==> src/rtl/alu_rr_scheduler.sv <==
// ---------------------------------------------------------------------------
// alu_rr_scheduler
//   Shares one external combinational 19-bit ALU between NUM_REQ requesters.
//   A round-robin arbiter accepts one {op, AC, DR} request at a time. The
//   request is replayed to the ALU for a single ISSUE cycle with a one-hot
//   control word. The ALU result and overflow are registered. They are then
//   returned to the winning requester over a valid/ready channel. Only one
//   transaction is in flight at any time.
//
// Ports
//   clk, rst_n   clock (rising edge), asynchronous active-low reset
//   req_valid    per-requester request valid
//   req_ready    per-requester accept strobe (one-hot or zero, combinational)
//   req_op       packed opcodes,  requester i at [i*OP_W   +: OP_W]
//   req_ac       packed AC,       requester i at [i*DATA_W +: DATA_W]
//   req_dr       packed DR,       requester i at [i*DATA_W +: DATA_W]
//   alu_ac/dr    operands to the ALU (zero outside ISSUE)
//   alu_ctl      one-hot ALU strobes, bit0=ADD .. bit13=TNF (zero outside ISSUE)
//   alu_result   ALU output (ALU_OP)
//   alu_ovf      ALU overflow (OVF_FLAG)
//   rsp_valid    per-requester response valid (one-hot or zero)
//   rsp_ready    per-requester response taken
//   rsp_data     registered result
//   rsp_ovf      registered overflow
//   busy         high whenever a transaction is in flight
//   illegal_op   one-cycle pulse while an opcode 14/15 sits in ISSUE
// ---------------------------------------------------------------------------
module alu_rr_scheduler #(
    parameter int NUM_REQ = 2,
    parameter int DATA_W  = 19,
    parameter int OP_W    = 4
) (
    input  logic                      clk,
    input  logic                      rst_n,
    input  logic [NUM_REQ-1:0]        req_valid,
    output logic [NUM_REQ-1:0]        req_ready,
    input  logic [NUM_REQ*OP_W-1:0]   req_op,
    input  logic [NUM_REQ*DATA_W-1:0] req_ac,
    input  logic [NUM_REQ*DATA_W-1:0] req_dr,
    output logic [DATA_W-1:0]         alu_ac,
    output logic [DATA_W-1:0]         alu_dr,
    output logic [13:0]               alu_ctl,
    input  logic [DATA_W-1:0]         alu_result,
    input  logic                      alu_ovf,
    output logic [NUM_REQ-1:0]        rsp_valid,
    input  logic [NUM_REQ-1:0]        rsp_ready,
    output logic [DATA_W-1:0]         rsp_data,
    output logic                      rsp_ovf,
    output logic                      busy,
    output logic                      illegal_op
);

    localparam int PTR_W  = (NUM_REQ > 1) ? $clog2(NUM_REQ) : 1;
    localparam int NUM_OP = 14;  // opcodes 0..13 have an ALU strobe

    localparam logic [1:0] IDLE  = 2'd0;
    localparam logic [1:0] ISSUE = 2'd1;
    localparam logic [1:0] RESP  = 2'd2;

    logic [1:0]        state;
    logic [PTR_W-1:0]  rr_ptr;
    logic [PTR_W-1:0]  win_q;
    logic [OP_W-1:0]   op_q;
    logic [DATA_W-1:0] ac_q;
    logic [DATA_W-1:0] dr_q;

    logic              win_found;
    logic [PTR_W-1:0]  win_idx;
    logic              op_legal;

    // (base + off) mod NUM_REQ, with off < NUM_REQ so one subtraction is enough.
    function automatic logic [PTR_W-1:0] wrap_add(input logic [PTR_W-1:0] base,
                                                  input int off);
        int s;
        s = {{(32-PTR_W){1'b0}}, base} + off;
        if (s >= NUM_REQ) s = s - NUM_REQ;
        return s[PTR_W-1:0];
    endfunction

    // Round-robin search: first valid requester at or after rr_ptr, wrapping.
    always_comb begin
        // NOTE: every variable gets a default before any conditional assignment,
        // so no path through the block leaves it unassigned and no latch appears.
        win_found = 1'b0;
        win_idx   = '0;
        for (int k = 0; k < NUM_REQ; k++) begin
            if (!win_found && req_valid[wrap_add(rr_ptr, k)]) begin
                win_found = 1'b1;
                win_idx   = wrap_add(rr_ptr, k);
            end
        end
    end

    // Accept strobe is combinational so a request is taken in the same cycle.
    always_comb begin
        req_ready = '0;
        if (state == IDLE && win_found) req_ready[win_idx] = 1'b1;
    end

    assign op_legal = (op_q < OP_W'(NUM_OP));

    // ALU drive: operands and strobe only during ISSUE, so the ALU idles at 0.
    always_comb begin
        alu_ac  = '0;
        alu_dr  = '0;
        alu_ctl = '0;
        if (state == ISSUE) begin
            alu_ac = ac_q;
            alu_dr = dr_q;
            if (op_legal) alu_ctl = 14'd1 << op_q;
        end
    end

    always_comb begin
        rsp_valid = '0;
        if (state == RESP) rsp_valid[win_q] = 1'b1;
    end

    assign busy       = (state != IDLE);
    assign illegal_op = (state == ISSUE) && !op_legal;

    always_ff @(posedge clk or negedge rst_n) begin
        if (!rst_n) begin
            // NOTE: the operand/opcode latches are reset as well; they are few
            // flops and this keeps the ALU-facing outputs defined from reset.
            state    <= IDLE;
            rr_ptr   <= '0;
            win_q    <= '0;
            op_q     <= '0;
            ac_q     <= '0;
            dr_q     <= '0;
            rsp_data <= '0;
            rsp_ovf  <= 1'b0;
        end else begin
            // NOTE: non-blocking assignments so every register here updates from
            // the pre-edge values, independent of statement order.
            case (state)
                IDLE: begin
                    if (win_found) begin
                        op_q   <= req_op[win_idx*OP_W +: OP_W];
                        ac_q   <= req_ac[win_idx*DATA_W +: DATA_W];
                        dr_q   <= req_dr[win_idx*DATA_W +: DATA_W];
                        win_q  <= win_idx;
                        rr_ptr <= wrap_add(win_idx, 1);
                        state  <= ISSUE;
                    end
                end
                ISSUE: begin
                    // Illegal opcodes return a clean zero response whatever the ALU shows.
                    rsp_data <= op_legal ? alu_result : '0;
                    rsp_ovf  <= op_legal & alu_ovf;
                    state    <= RESP;
                end
                RESP: begin
                    // Only the owning requester's ready can retire the response.
                    if (rsp_ready[win_q]) state <= IDLE;
                end
                default: state <= IDLE;
            endcase
        end
    end

endmodule

==> config.mk <==
export PLATFORM = sky130hd
export DESIGN_NAME = alu_rr_scheduler
export DESIGN_NICKNAME = d
export VERILOG_FILES = /design/src/rtl/alu_rr_scheduler.sv
export SDC_FILE = /design/constraint.sdc
export NUM_CORES = 1
export LEC_CHECK = 0
export CELL_PAD_IN_SITES_DETAIL_PLACEMENT = 1
export CELL_PAD_IN_SITES_GLOBAL_PLACEMENT = 1
export CORE_MARGIN = 3
export CORE_UTILIZATION = 30
export DETAILED_ROUTE_END_ITERATION = 10
export GPL_ROUTABILITY_DRIVEN = 0
export PLACE_DENSITY = 0.94
export SLEW_MARGIN = 40
export SYNTH_ARGS = -nofsm -noshare
export SYNTH_HDL_FRONTEND = slang
export SYNTH_SLANG_ARGS = --single-unit
==> constraint.sdc <==
create_clock -name clk -period 3 [get_ports clk]
set_input_delay 0.45 -clock clk [delete_from_list [all_inputs] [get_ports clk]]
set_output_delay 0.45 -clock clk [all_outputs]
set_load 0.02 [all_outputs]
==> results of run 1 <==
## state kept, by name, summed over array words and instances (netlist names)
register  flops
ac_q         19
dr_q         19
rsp_data     19
op_q          4
state         2
rr_ptr        1
rsp_ovf       1
win_q         1
## worst max-delay path by stage
stage,start,end
2_1_floorplan,state[1]$_DFFE_PN0P_,alu_ctl[3]
3_3_place_gp,req_valid[0],req_ready[1]
3_5_place_dp,req_valid[0],req_ready[1]
4_1_cts,state[1]$_DFFE_PN0P_,alu_ac[11]
5_1_grt,state[1]$_DFFE_PN0P_,alu_dr[1]
6_report,state[1]$_DFFE_PN0P_,alu_ac[11]
## power by group through the flow
stage               Combinational, W  Clock, W  Sequential (W)
floorplan                    0.00158         0         0.00167
global placement             0.00266         0         0.00160
detailed placement           0.00277         0         0.00164
CTS                          0.00279  0.000860         0.00163
global route                 0.00296  0.000914         0.00168
finish                       0.00274  0.000838         0.00162
## layout make-up
type                            count  area, sq um
Fill cell                        1079         4670
Inverter                            4         16.3
Timing Repair Buffer              194         1930
Clock buffer                       11          141
Sequential cell                    66         1650
Multi-Input combinational cell    183         1390
Clock inverter                      5         77.6
Tap cell                          133          166
## layer usage
layer  part of all wire (%)  routed length [microns]  GRT usage [%]  vias up
met5                      0                        0              0        -
met4                    2.3                      276           7.21        0
met3                    6.2                      729           5.68       22
met2                     54                     6380           36.7      127
met1                     37                     4410           21.9     1512
li1                       -                        -              -     1403
## worst max-delay path, cell delays in order (launching register included)
cell and delay, ns:
dfrtp_1 0.43, and2b_2 0.46, buf_4 0.30, and2_1 0.17, clkdlybuf4s50_1 0.63
## cells in the final DEF, fill, tap and decap left out, types with 2 or more instances in the layout
cell type / netlist / routed
clkdlybuf4s50_1: 0 / 186
dfrtp_1: 66 / 66
o21a_1: 42 / 42
a221o_1: 42 / 42
and2_1: 38 / 38
a22o_1: 20 / 20
nor2_1: 14 / 14
clkbuf_8: 0 / 10
buf_4: 0 / 7
nand2_1: 4 / 4
nand2b_1: 4 / 4
nor3_1: 4 / 4
nand3b_1: 3 / 3
clkinv_2: 0 / 3
o21ai_0: 3 / 3
nor2_4: 1 / 2
inv_2: 3 / 2
bufinv_16: 0 / 2
## stage by stage
| step | instances | setup slack [ns] |
|---|---|---|
| CTS | 596 | 0.155 |
| detailed placement | 580 | 0.531 |
| floorplan | 279 | 1.08 |
| global route | 596 | 0.0456 |
| finish | 596 | 0.214 |
| global placement | 580 | 0.548 |
## cells by family after synthesis
group                  after synthesis  synth area share [%]
AOI/OAI and AO/OA                  108                  29.3
DFF                                 66                  51.9
muxes                                1                 0.354
buffers and inverters               30                  4.96
and+or+nand+nor                     74                  13.4
==> results.sh, run 1 <==
export IMPL_cts_root_buf="clkbuf_8"
export IMPL_yosysMostFrequentCell="dfrtp_1"
export IMPL_synth_seq_area_share_pct=51.9
export IMPL_num_antenna_cells=0
export IMPL_firstDrtPassIters=4
export IMPL_grt_max_degree=46
export IMPL_insertion_delay_ns=0.34
export IMPL_rows=36
export IMPL_rsz0062_at_grt="no"
export IMPL_cp_required_ns=2.55
export IMPL_tns_ns=0
export IMPL_placed_area_sq_um=5150
export IMPL_syn_inst=279
export IMPL_fin_util_pct=53.5
export IMPL_cts_tree="yes"
export IMPL_finalWirelength_mm=11.8
export IMPL_synthTopCellsByArea="dfrtp_1, a221o_1, o21a_1"
export IMPL_hold_viol_final=0
export IMPL_nets=568
export IMPL_p_clk_share_pct=16.1
export IMPL_drt_iter0_drc=185
export IMPL_antenna_found_initial=0
export IMPL_die_area_sq_um=11900
export IMPL_leakagePower_nw=2.18
export IMPL_critical_path_class="flip-flop to output pin"
export IMPL_synth_top_cell_by_area="dfrtp_1"
export IMPL_synth_edf_count=0
export IMPL_syn_nets=389
export IMPL_overflow=0
export IMPL_r2r_start="state[0]$_DFFE_PN0P_"
export IMPL_clk_pin_slew_ns=0.08
export IMPL_io_buffer_count=187
export IMPL_grt_pass1_wl_mm=18.1
export IMPL_path_max_fanout=22
export IMPL_drcViolationCount=0
export IMPL_min_period_over_period_pct=92.9
export IMPL_cp_arrival_ns=2.34
export IMPL_reg2regPathDepth=4
export IMPL_power_density_nw_per_um2=967
export IMPL_core_area_sq_um=10000
export IMPL_post_cts_repair_setup_buffers=0
export IMPL_yosysTopAreaCellShare_pct=51.9
export IMPL_vias_per_cell=5.14
export IMPL_peakVddDrop_v=0.000464
export IMPL_seqPwrFrac_pct=31.2
export IMPL_area_delta_synth_final_pct=69.1
export IMPL_status="completed"
export IMPL_holdWs_ns=0.0539
export IMPL_clock_skew_ns=0.00644
export IMPL_numCtsBuffers=9
export IMPL_setup_viol=0
export IMPL_die_h_microns=109
export IMPL_drv_cap=0
export IMPL_synth_ff_type="dfrtp_1"
export IMPL_grt_total_usage_pct=20.0
export IMPL_cp_start_kind="flip-flop"
export IMPL_synth_commonest_cells="dfrtp_1, a221o_1, o21a_1"
export IMPL_start_util_pct=31.7
export IMPL_comb_power_share_pct=52.7
export IMPL_boundaryPins=188
export IMPL_min_path_type="primary input to asynchronous set/reset pin"
export IMPL_htreeDepth=3
export IMPL_internal_power_w=0.00319
export IMPL_ys_warn_count=0
export IMPL_synth_area_sq_um=3180
export IMPL_reg2reg_slack_ns=1.07
export IMPL_die_x_microns=109
export IMPL_totalPowerFinal_w=0.00520
export IMPL_dp_hpwl_mm=8.84
export IMPL_async_flop_share_pct=100
export IMPL_numClockSinks=66
export IMPL_yosysUniqueCellTypes=26
export IMPL_layout_min_cycle_time_ns=2.79
export IMPL_ant_nets=0
export IMPL_tightest_slew_ns=0.649
export IMPL_final_area_sq_um=5380
export IMPL_clockBufferDepth=2
export IMPL_wl_per_cell_microns=19.8
export IMPL_swShare_pct=38.6
export IMPL_ys_seq_elements=66
export IMPL_regToRegEndpoint="ac_q[5]$_DFFE_PN0N_"
export IMPL_switchingPower_w=0.00200
export IMPL_cts_hold_fix_buffers=0
export IMPL_layout_drive_gt1_share_pct=6.91
export IMPL_timing_fmax_mhz=359
export IMPL_synth_area_per_cell_sq_um=11.4
export IMPL_relSlewSlack_pct=56.7
export IMPL_grt_pass1_vias=3466
export IMPL_vias=3064
export IMPL_drv_slew=0
export IMPL_critPathCaptureType="output pin"
export IMPL_ctsResizeCount=0
Note: power is estimated with default switching activity, not from simulation.
==> run 2, diff against run 1 <==
- GPL_ROUTABILITY_DRIVEN: 0 -> not set
==> results of run 2 <==
Same layout as run 1: the final DEF is identical, and so are final timing and power.
